File: src/rtl/div_unit_pkg.sv
// Shared RV32M divide definitions: funct3 encodings for DIV/DIVU/REM/REMU,
// the MULDIV funct7 encoding and the divider FSM state type.
package div_unit_pkg;

  localparam logic [2:0] F3_DIV  = 3'b100;
  localparam logic [2:0] F3_DIVU = 3'b101;
  localparam logic [2:0] F3_REM  = 3'b110;
  localparam logic [2:0] F3_REMU = 3'b111;

  localparam logic [6:0] F7_MULDIV = 7'b0000001;

  typedef enum logic [1:0] {
    IDLE,
    CALC,
    DONE
  } div_state_t;

endpackage

File: src/rtl/div_unit.sv
// Iterative restoring radix-2 divider for RV32M DIV/DIVU/REM/REMU.
// One operation in flight at a time, one quotient bit per cycle.
//
// Ports:
//   clk      - system clock
//   rst      - synchronous active-high reset
//   start    - request; accepted in IDLE when funct3[2]=1 and kill=0
//   kill     - flush; aborts an operation in CALC or DONE
//   funct3   - 100 DIV, 101 DIVU, 110 REM, 111 REMU (sampled on accept)
//   rs1_data - dividend (sampled on accept)
//   rs2_data - divisor  (sampled on accept)
//   busy     - high while an operation is in CALC or DONE
//   done     - one-cycle pulse, result valid this cycle
//   result   - quotient or remainder, held until the next accept
module div_unit
  import div_unit_pkg::*;
#(
  parameter int XLEN = 32
) (
  input  logic            clk,
  input  logic            rst,
  input  logic            start,
  input  logic            kill,
  input  logic [2:0]      funct3,
  input  logic [XLEN-1:0] rs1_data,
  input  logic [XLEN-1:0] rs2_data,
  output logic            busy,
  output logic            done,
  output logic [XLEN-1:0] result
);

  localparam int CNT_W = $clog2(XLEN);
  localparam logic [XLEN-1:0] MOST_NEG = {1'b1, {(XLEN-1){1'b0}}};

  div_state_t      state;
  logic [CNT_W-1:0] counter;
  logic [XLEN:0]   rem;
  logic [XLEN-1:0] dvd;          // dividend shifts out, quotient shifts in
  logic [XLEN-1:0] dsr;
  logic            op_rem;
  logic            neg_q;
  logic            neg_r;
  logic            done_q;
  logic [XLEN-1:0] result_q;
  logic [XLEN-1:0] result_prev;  // restored when a DONE cycle is killed

  // Accept-time decode
  logic            accept;
  logic            sign_in;
  logic            a_neg;
  logic            b_neg;
  logic [XLEN-1:0] mag_a;
  logic [XLEN-1:0] mag_b;
  logic            div_zero;
  logic            ovf;
  logic [XLEN-1:0] special_result;

  always_comb begin
    accept         = (state == IDLE) && start && funct3[2] && !kill;
    sign_in        = ~funct3[0];
    a_neg          = sign_in & rs1_data[XLEN-1];
    b_neg          = sign_in & rs2_data[XLEN-1];
    mag_a          = a_neg ? -rs1_data : rs1_data;
    mag_b          = b_neg ? -rs2_data : rs2_data;
    div_zero       = (rs2_data == '0);
    ovf            = sign_in && (rs1_data == MOST_NEG) && (rs2_data == '1);
    special_result = '0;
    if (div_zero)
      special_result = funct3[1] ? rs1_data : '1;
    else if (ovf)
      special_result = funct3[1] ? '0 : MOST_NEG;
  end

  // One restoring step
  logic [XLEN:0]   rem_shift;
  logic            take;
  logic [XLEN:0]   rem_step;
  logic [XLEN-1:0] quo_step;
  logic [XLEN-1:0] fin_result;

  always_comb begin
    rem_shift = {rem[XLEN-1:0], dvd[XLEN-1]};
    // rem[XLEN] is always 0 after a restoring step; OR-ing it in keeps the
    // compare correct by construction should that ever not hold.
    take      = rem[XLEN] | (rem_shift >= {1'b0, dsr});
    rem_step  = take ? (rem_shift - {1'b0, dsr}) : rem_shift;
    quo_step  = {dvd[XLEN-2:0], take};
    if (op_rem)
      fin_result = neg_r ? -rem_step[XLEN-1:0] : rem_step[XLEN-1:0];
    else
      fin_result = neg_q ? -quo_step : quo_step;
  end

  always_ff @(posedge clk) begin
    if (rst) begin
      state       <= IDLE;
      counter     <= '0;
      rem         <= '0;
      dvd         <= '0;
      dsr         <= '0;
      op_rem      <= 1'b0;
      neg_q       <= 1'b0;
      neg_r       <= 1'b0;
      busy        <= 1'b0;
      done_q      <= 1'b0;
      result_q    <= '0;
      result_prev <= '0;
    end else begin
      case (state)
        IDLE: begin
          done_q <= 1'b0;
          if (accept) begin
            op_rem      <= funct3[1];
            result_prev <= result_q;
            busy        <= 1'b1;
            counter     <= '0;
            if (div_zero || ovf) begin
              result_q <= special_result;
              done_q   <= 1'b1;
              state    <= DONE;
            end else begin
              rem   <= '0;
              dvd   <= mag_a;
              dsr   <= mag_b;
              neg_q <= a_neg ^ b_neg;
              neg_r <= a_neg;
              state <= CALC;
            end
          end
        end
        CALC: begin
          if (kill) begin
            busy  <= 1'b0;
            state <= IDLE;
          end else begin
            rem     <= rem_step;
            dvd     <= quo_step;
            counter <= counter + 1'b1;
            if (counter == CNT_W'(XLEN-1)) begin
              result_q <= fin_result;
              done_q   <= 1'b1;
              state    <= DONE;
            end
          end
        end
        DONE: begin
          done_q <= 1'b0;
          busy   <= 1'b0;
          state  <= IDLE;
          if (kill)
            result_q <= result_prev;
        end
        default: state <= IDLE;
      endcase
    end
  end

  // done is registered but masked by kill in the same cycle so a flushed
  // operation never reports completion.
  assign done   = done_q & ~kill;
  assign result = result_q;

endmodule

File: config.mk
export PLATFORM = sky130hd
export DESIGN_NAME = div_unit
export DESIGN_NICKNAME = d
export VERILOG_FILES = /design/src/rtl/div_unit_pkg.sv /design/src/rtl/div_unit.sv
export SDC_FILE = /design/constraint.sdc
export NUM_CORES = 1
export LEC_CHECK = 0
export CAP_MARGIN = 20
export CORE_ASPECT_RATIO = 0.9
export CORE_MARGIN = 8
export CORE_UTILIZATION = 45
export CTS_CLUSTER_SIZE = 14
export DETAILED_ROUTE_END_ITERATION = 10
export DONT_BUFFER_PORTS = 1
export PLACE_DENSITY_LB_ADDON = 0.3
export SLEW_MARGIN = 20
export SYNTH_ARGS = -nofsm -noshare
export SYNTH_HDL_FRONTEND = slang
export SYNTH_SLANG_ARGS = --single-unit
File: constraint.sdc
create_clock -name clk -period 7.6 [get_ports clk]
set_clock_uncertainty 0.05 [all_clocks]
set_input_delay 1.52 -clock clk [delete_from_list [all_inputs] [get_ports clk]]
set_output_delay 1.52 -clock clk [all_outputs]
set_load 0.05 [all_outputs]
---- Word level (Yosys, flattened, before mapping) ----
Index checks and enable logic that the tools add are counted.
word-level totals
  register bits ........................... 173
  input bits .............................. 71
  output and inout port bits .............. 34
  word-level logic and storage cells ...... 99
operators by class
  add/sub/neg operators ................... 6
  $lt $le $gt $ge ......................... 1
  equal/unequal tests ..................... 13
  muxes and demuxes ....................... 40
  bitwise gates (word level) .............. 8
  reduce and logical (&&, ||, !) cells .... 19
operators with widths
  kind                  count
  $mux 32               17
  $mux 33               4
  $neg 32->32           4
  $pmux 32 s3           1
  $pmux 33 s2           1
  $eq 32x32->1 const B  2
  $pmux 32 s2           1
  $ge 33x32->1          1
  $sub 33x32->33        1
  $logic_not 32->1      1
  $ne 2x2->1 const B    6
  $reduce_and 3->1      4
  $mux 5                2
  $pmux 5 s2            1
  $mux 2                4
  $mux 1                6
  $pmux 1 s3            2
  $reduce_and 6->1      1
  $add 5x1->5 const B   1
  $eq 5x5->1 const B    1
  $logic_and 1x1->1     5
  $pmux 2 s2            1
  $reduce_and 2->1      2
  $reduce_and 4->1      1
  13 further kinds      17

---- Logic depth before layout (Yosys ltp) ----
  word-level depth ........................ 9
  depth in mapped cells ................... 19
  mapped depth without buffers ............ 16

---- Worst setup path after synthesis ----
No wires, ideal clock.
  path kind ............................... input to register
  start ................................... in rs1_data[9]
  end ..................................... reg result_q[21] (netlist: result[21])
  setup time .............................. 0.136 ns
  arrival time ............................ 4.336 ns
  required time ........................... 7.414 ns
  slack ................................... 3.078 ns
  stages on the path ...................... 13
  path buffers ............................ 4
  cell sequence ........................... or4_1 > or3_1 > or3_1 > clkbuf_2 > nor4b_4 > o21ai_2 > a221oi_2 > buf_4 > buf_4 > buf_2 > o311ai_0 > o21ai_0 > o32ai_1
on the way
  longest elaborated chain between the ends .. 8
  elaborated cells between the ends (all ways) .. 11
  classes of those cells .................. eq/ne (2); mux (5); reduce/logical (4)
ends and longest elaborated chain
  what                               RTL line         text
  from (decl)                        div_unit.sv:25   input logic [XLEN-1:0] rs1_data,
  $eq 32x32->1 *                     div_unit.sv:66   ovf = sign_in && (rs1_data == MOST_NEG) && (rs2_data == '1);
  $logic_and 1x1->1 * (2 in series)  div_unit.sv:66
  $mux 32                            div_unit.sv:70   else if (ovf)
  $mux 32                            div_unit.sv:68   if (div_zero)
  $mux 32                            div_unit.sv:117  if (div_zero || ovf) begin
  $mux 32                            div_unit.sv:112  if (accept) begin
  $pmux 32 s3                        div_unit.sv:109  case (state)
  to (signal assigned)               div_unit.sv:118  result_q <= special_result;
  to (signal assigned)               div_unit.sv:140  result_q <= fin_result;
  to (signal assigned)               div_unit.sv:151  result_q <= result_prev;
  to (decl)                          div_unit.sv:44   logic [XLEN-1:0] result_q;
Every way passes the cells marked *; elsewhere a longest branch is shown, timed or not. The select of a mux whose other input is x is not followed.
A chain may end at the register's enable or synchronous reset.

---- Final worst setup path ----
  start ................................... reg rem[0]
  end ..................................... reg result_q[30] (netlist: result[30])
on the way
  longest elaborated chain between the ends .. 9
  elaborated cells between the ends (all ways) .. 12
  classes of those cells .................. add/sub (3); order compare (1); mux (7); bitwise (1)
ends and longest elaborated chain
  what                    RTL line         text
  from (decl)             div_unit.sv:37   logic [XLEN:0] rem;
  from (signal assigned)  div_unit.sv:136  rem <= rem_step;
  $ge 33x32->1            div_unit.sv:85   take = rem[XLEN] | (rem_shift >= {1'b0, dsr});
  $or 1x1->1              div_unit.sv:85
  $mux 33                 div_unit.sv:86   rem_step = take ? (rem_shift - {1'b0, dsr}) : rem_shift;
  $neg 32->32             div_unit.sv:89   fin_result = neg_r ? -rem_step[XLEN-1:0] : rem_step[XLEN-1:0];
  $mux 32                 div_unit.sv:89
  $mux 32 *               div_unit.sv:88   if (op_rem)
  $mux 32 *               div_unit.sv:139  if (counter == CNT_W'(XLEN-1)) begin
  $mux 32 *               div_unit.sv:132  if (kill) begin
  $pmux 32 s3 *           div_unit.sv:109
Marked as above.

==> metrics.txt <==
status finished, final reports clean; area share of the largest cell type after synthesis 0.258; Synth top cells by count 277 x nand2_1, 206 x nor2_1, 197 x a21oi_1, 173 x dfxtp_1, 109 x o21ai_0; antenna violations before repair 1; Slew Limit Headroom 0.264; n_diodes 0; number of synthesized flops with an enable pin 0; Hold Crit Depth 2; mapped cell area 13400 um2; Final #Nets 1894; YS warnings 0; layout cells sized above 1 0.0586; critical path class flip-flop to flip-flop; via count between 10k and 15k; vias in the first global route 12.4k; post-placement cell count ~2.2k; Placement Setup Slack between 2 and 2.5 ns; Clk Latency, worst-skew pair about 0.45 ns; count leader, synth nand2_1; static leakage just under 5 nW; GRT Util Overall 0.264; Clock Pin Slew Worst Setup and Hold Paths ~0.07 ns; DR WL/cell 21.9 um; Synth Register Bits roughly 170; ys flop type dfxtp_1; CP Capture Type flip-flop; pin count of the biggest net entering global routing between 150 and 200; first-pass GRT wire length ~74000 um; Core Util, Final 0.476; grt ovf 0; fin crit period around 5.2 ns; root buf cell clkbuf_16; post-synthesis cell count about 1.9k; # IOs between 100 and 150; std cell rows 60; Mapped Avg Cell Area 7.16 um2; Syn-to-layout area delta 5.10%; VDD IR max between 0.15 and 0.2 mV; Final Setup Violations 0; Synth cell types 99; core area 29600 um2; Tcrit/Tclk final 0.690; worst setup path start rem[0]; TritonCTS Buffers 17; Max Fanout on Critical Path 28; CTS tree done; endpoints failing hold 0; hold_buf cts 0; top cells by area, synth dfxtp_1 26%, nand2_1 7.8%, a21oi_1 7.4%, nor2_1 5.8%, xnor2_1 4.3%; Remaining DRCs 0; hold path start result_prev[23]; Crit path arrival time approximately 5.5 ns; post-CTS sizing 0; GPL Wtd Cong roughly 0.99; Routed Antenna Nets 0; DRT Pass-1 Iters 8; Setup TNS 0 ns; DIE AREA 35600 um2; Initial Util 0.453; Critical Path Source Type flip-flop; max-cap viol count 0; Iter 0 DRT Violations approximately 1.6k; final slew viol count 0; worst r2r path cells 15; CTS Buffer Depth 2; clk sinks roughly 170; WP data required 7.89 ns; DP Wirelength roughly 36000 um; worst r2r src rem[0]; RSZ-0062 raised after global routing no; FFs w/ async S/R, synth 0; # fillers 3031; Post-CTS Setup Repair Bufs 0; footprint of the multi-input gates between 9000 and 10000 um2; Die H 180 um; f_max 191 MHz; Hold Path Class flip-flop to flip-flop; Die Wd between 150 and 200 um; actual slew at the worst max-slew pin between 1 and 1.5 ns; top cell type by total area after synthesis dfxtp_1; Via density 6.37; Power Density between 200 and 250 nW/um2; syn nets around 2k; H-tree Lvls 4; Finished Layout Cells 2195; Min Hold Slack slightly above 0.4 ns; Final Routed Wirelength just under 50000 um; final worst slack 2.36 ns; PortBufs 0; sequential area share after synthesis 0.258; Sequential Area between 3000 and 4000 um2
power by group:
part	leakage (nW)	internal [mW]	total, mW	switching, mW
logic	3.25	0.430	1.34	0.908
clock network	0.267	0.433	0.857	0.424
registers	1.40	0.983	1.19	0.212
area by class of cell:
class                           instances  area share
Sequential cell                       173       0.246
Timing Repair Buffer                   19      0.0101
Multi-Input combinational cell       1503       0.652
Tap cell                              403      0.0358
Inverter                               66      0.0176
Clock inverter                         13     0.00773
Clock buffer                           18      0.0312
cell usage in the layout, fill, tap and decap left out, types with 17 or more instances in the layout:
cell type / Yosys / final
a211oi_1: 52 / 52
a21oi_1: 197 / 197
buf_4: 6 / 19
clkbuf_16: 0 / 17
dfxtp_1: 173 / 173
ha_1: 42 / 40
inv_1: 63 / 63
nand2_1: 277 / 277
nand2b_1: 20 / 20
nand3_1: 53 / 53
nand4_1: 24 / 24
nor2_1: 206 / 205
nor3_1: 31 / 30
o211ai_1: 18 / 18
o21ai_0: 109 / 109
o31ai_1: 27 / 27
or3_1: 22 / 22
xnor2_1: 66 / 66
xor2_1: 53 / 53
flip-flops by register name (all words and copies together) (netlist names), 2 cells and up:
name and count:
result 32, state 2, dsr 32, dvd 32, rem 33, result_prev 32, counter 5
worst max-delay path: stages, from the launching register on:
cell and delay, ns:
dfxtp_1 0.55, ha_1 0.32, nor2b_1 0.15, o2111ai_2 0.32, a2111oi_4 0.16, o31ai_2 0.55
nand2_2 0.49, inv_2 0.15, ha_1 0.30, nand4_1 0.38, o41ai_1 0.44, xor2_1 0.23
nor2_1 0.06, a311oi_1 0.52, a31oi_1 0.17, a221o_1 0.28
logic make-up after synthesis:
kind of cell,synth area share
AOI/OAI and AO/OA,0.293
xor gates and xnor gates,0.0778
adders and majority gates,0.0407
buffers and inverters,0.0615
DFF,0.258
muxes,0.0166
and+or+nand+nor,0.252
through the flow:
stage / cell area (um2) / power [mW]
floorplan: 13400 / 2.16
global placement: 13500 / 2.49
detailed placement: 13500 / 2.51
CTS: 14100 / 3.36
global route: 14100 / 3.57
finish: 14100 / 3.39
metal layers:
layer	global-route usage	vias to the layer above	routed length (um)
met1	0.368	6569	20900
met2	0.379	736	20100
met5	0	-	10
li1	-	6574	-
met3	0.0743	104	5380
met4	0.0994	2	1730
worst paths after layout:
| path | endpoint | slack [ns] |
|---|---|---|
| worst min-delay path | result_prev[23] | 0.40 |
| worst max-delay path | result[30] | 2.36 |
| worst max register to register | result[30] | 2.36 |
| worst min register to register | result_prev[23] | 0.40 |
(Power assumes the default switching activity.)
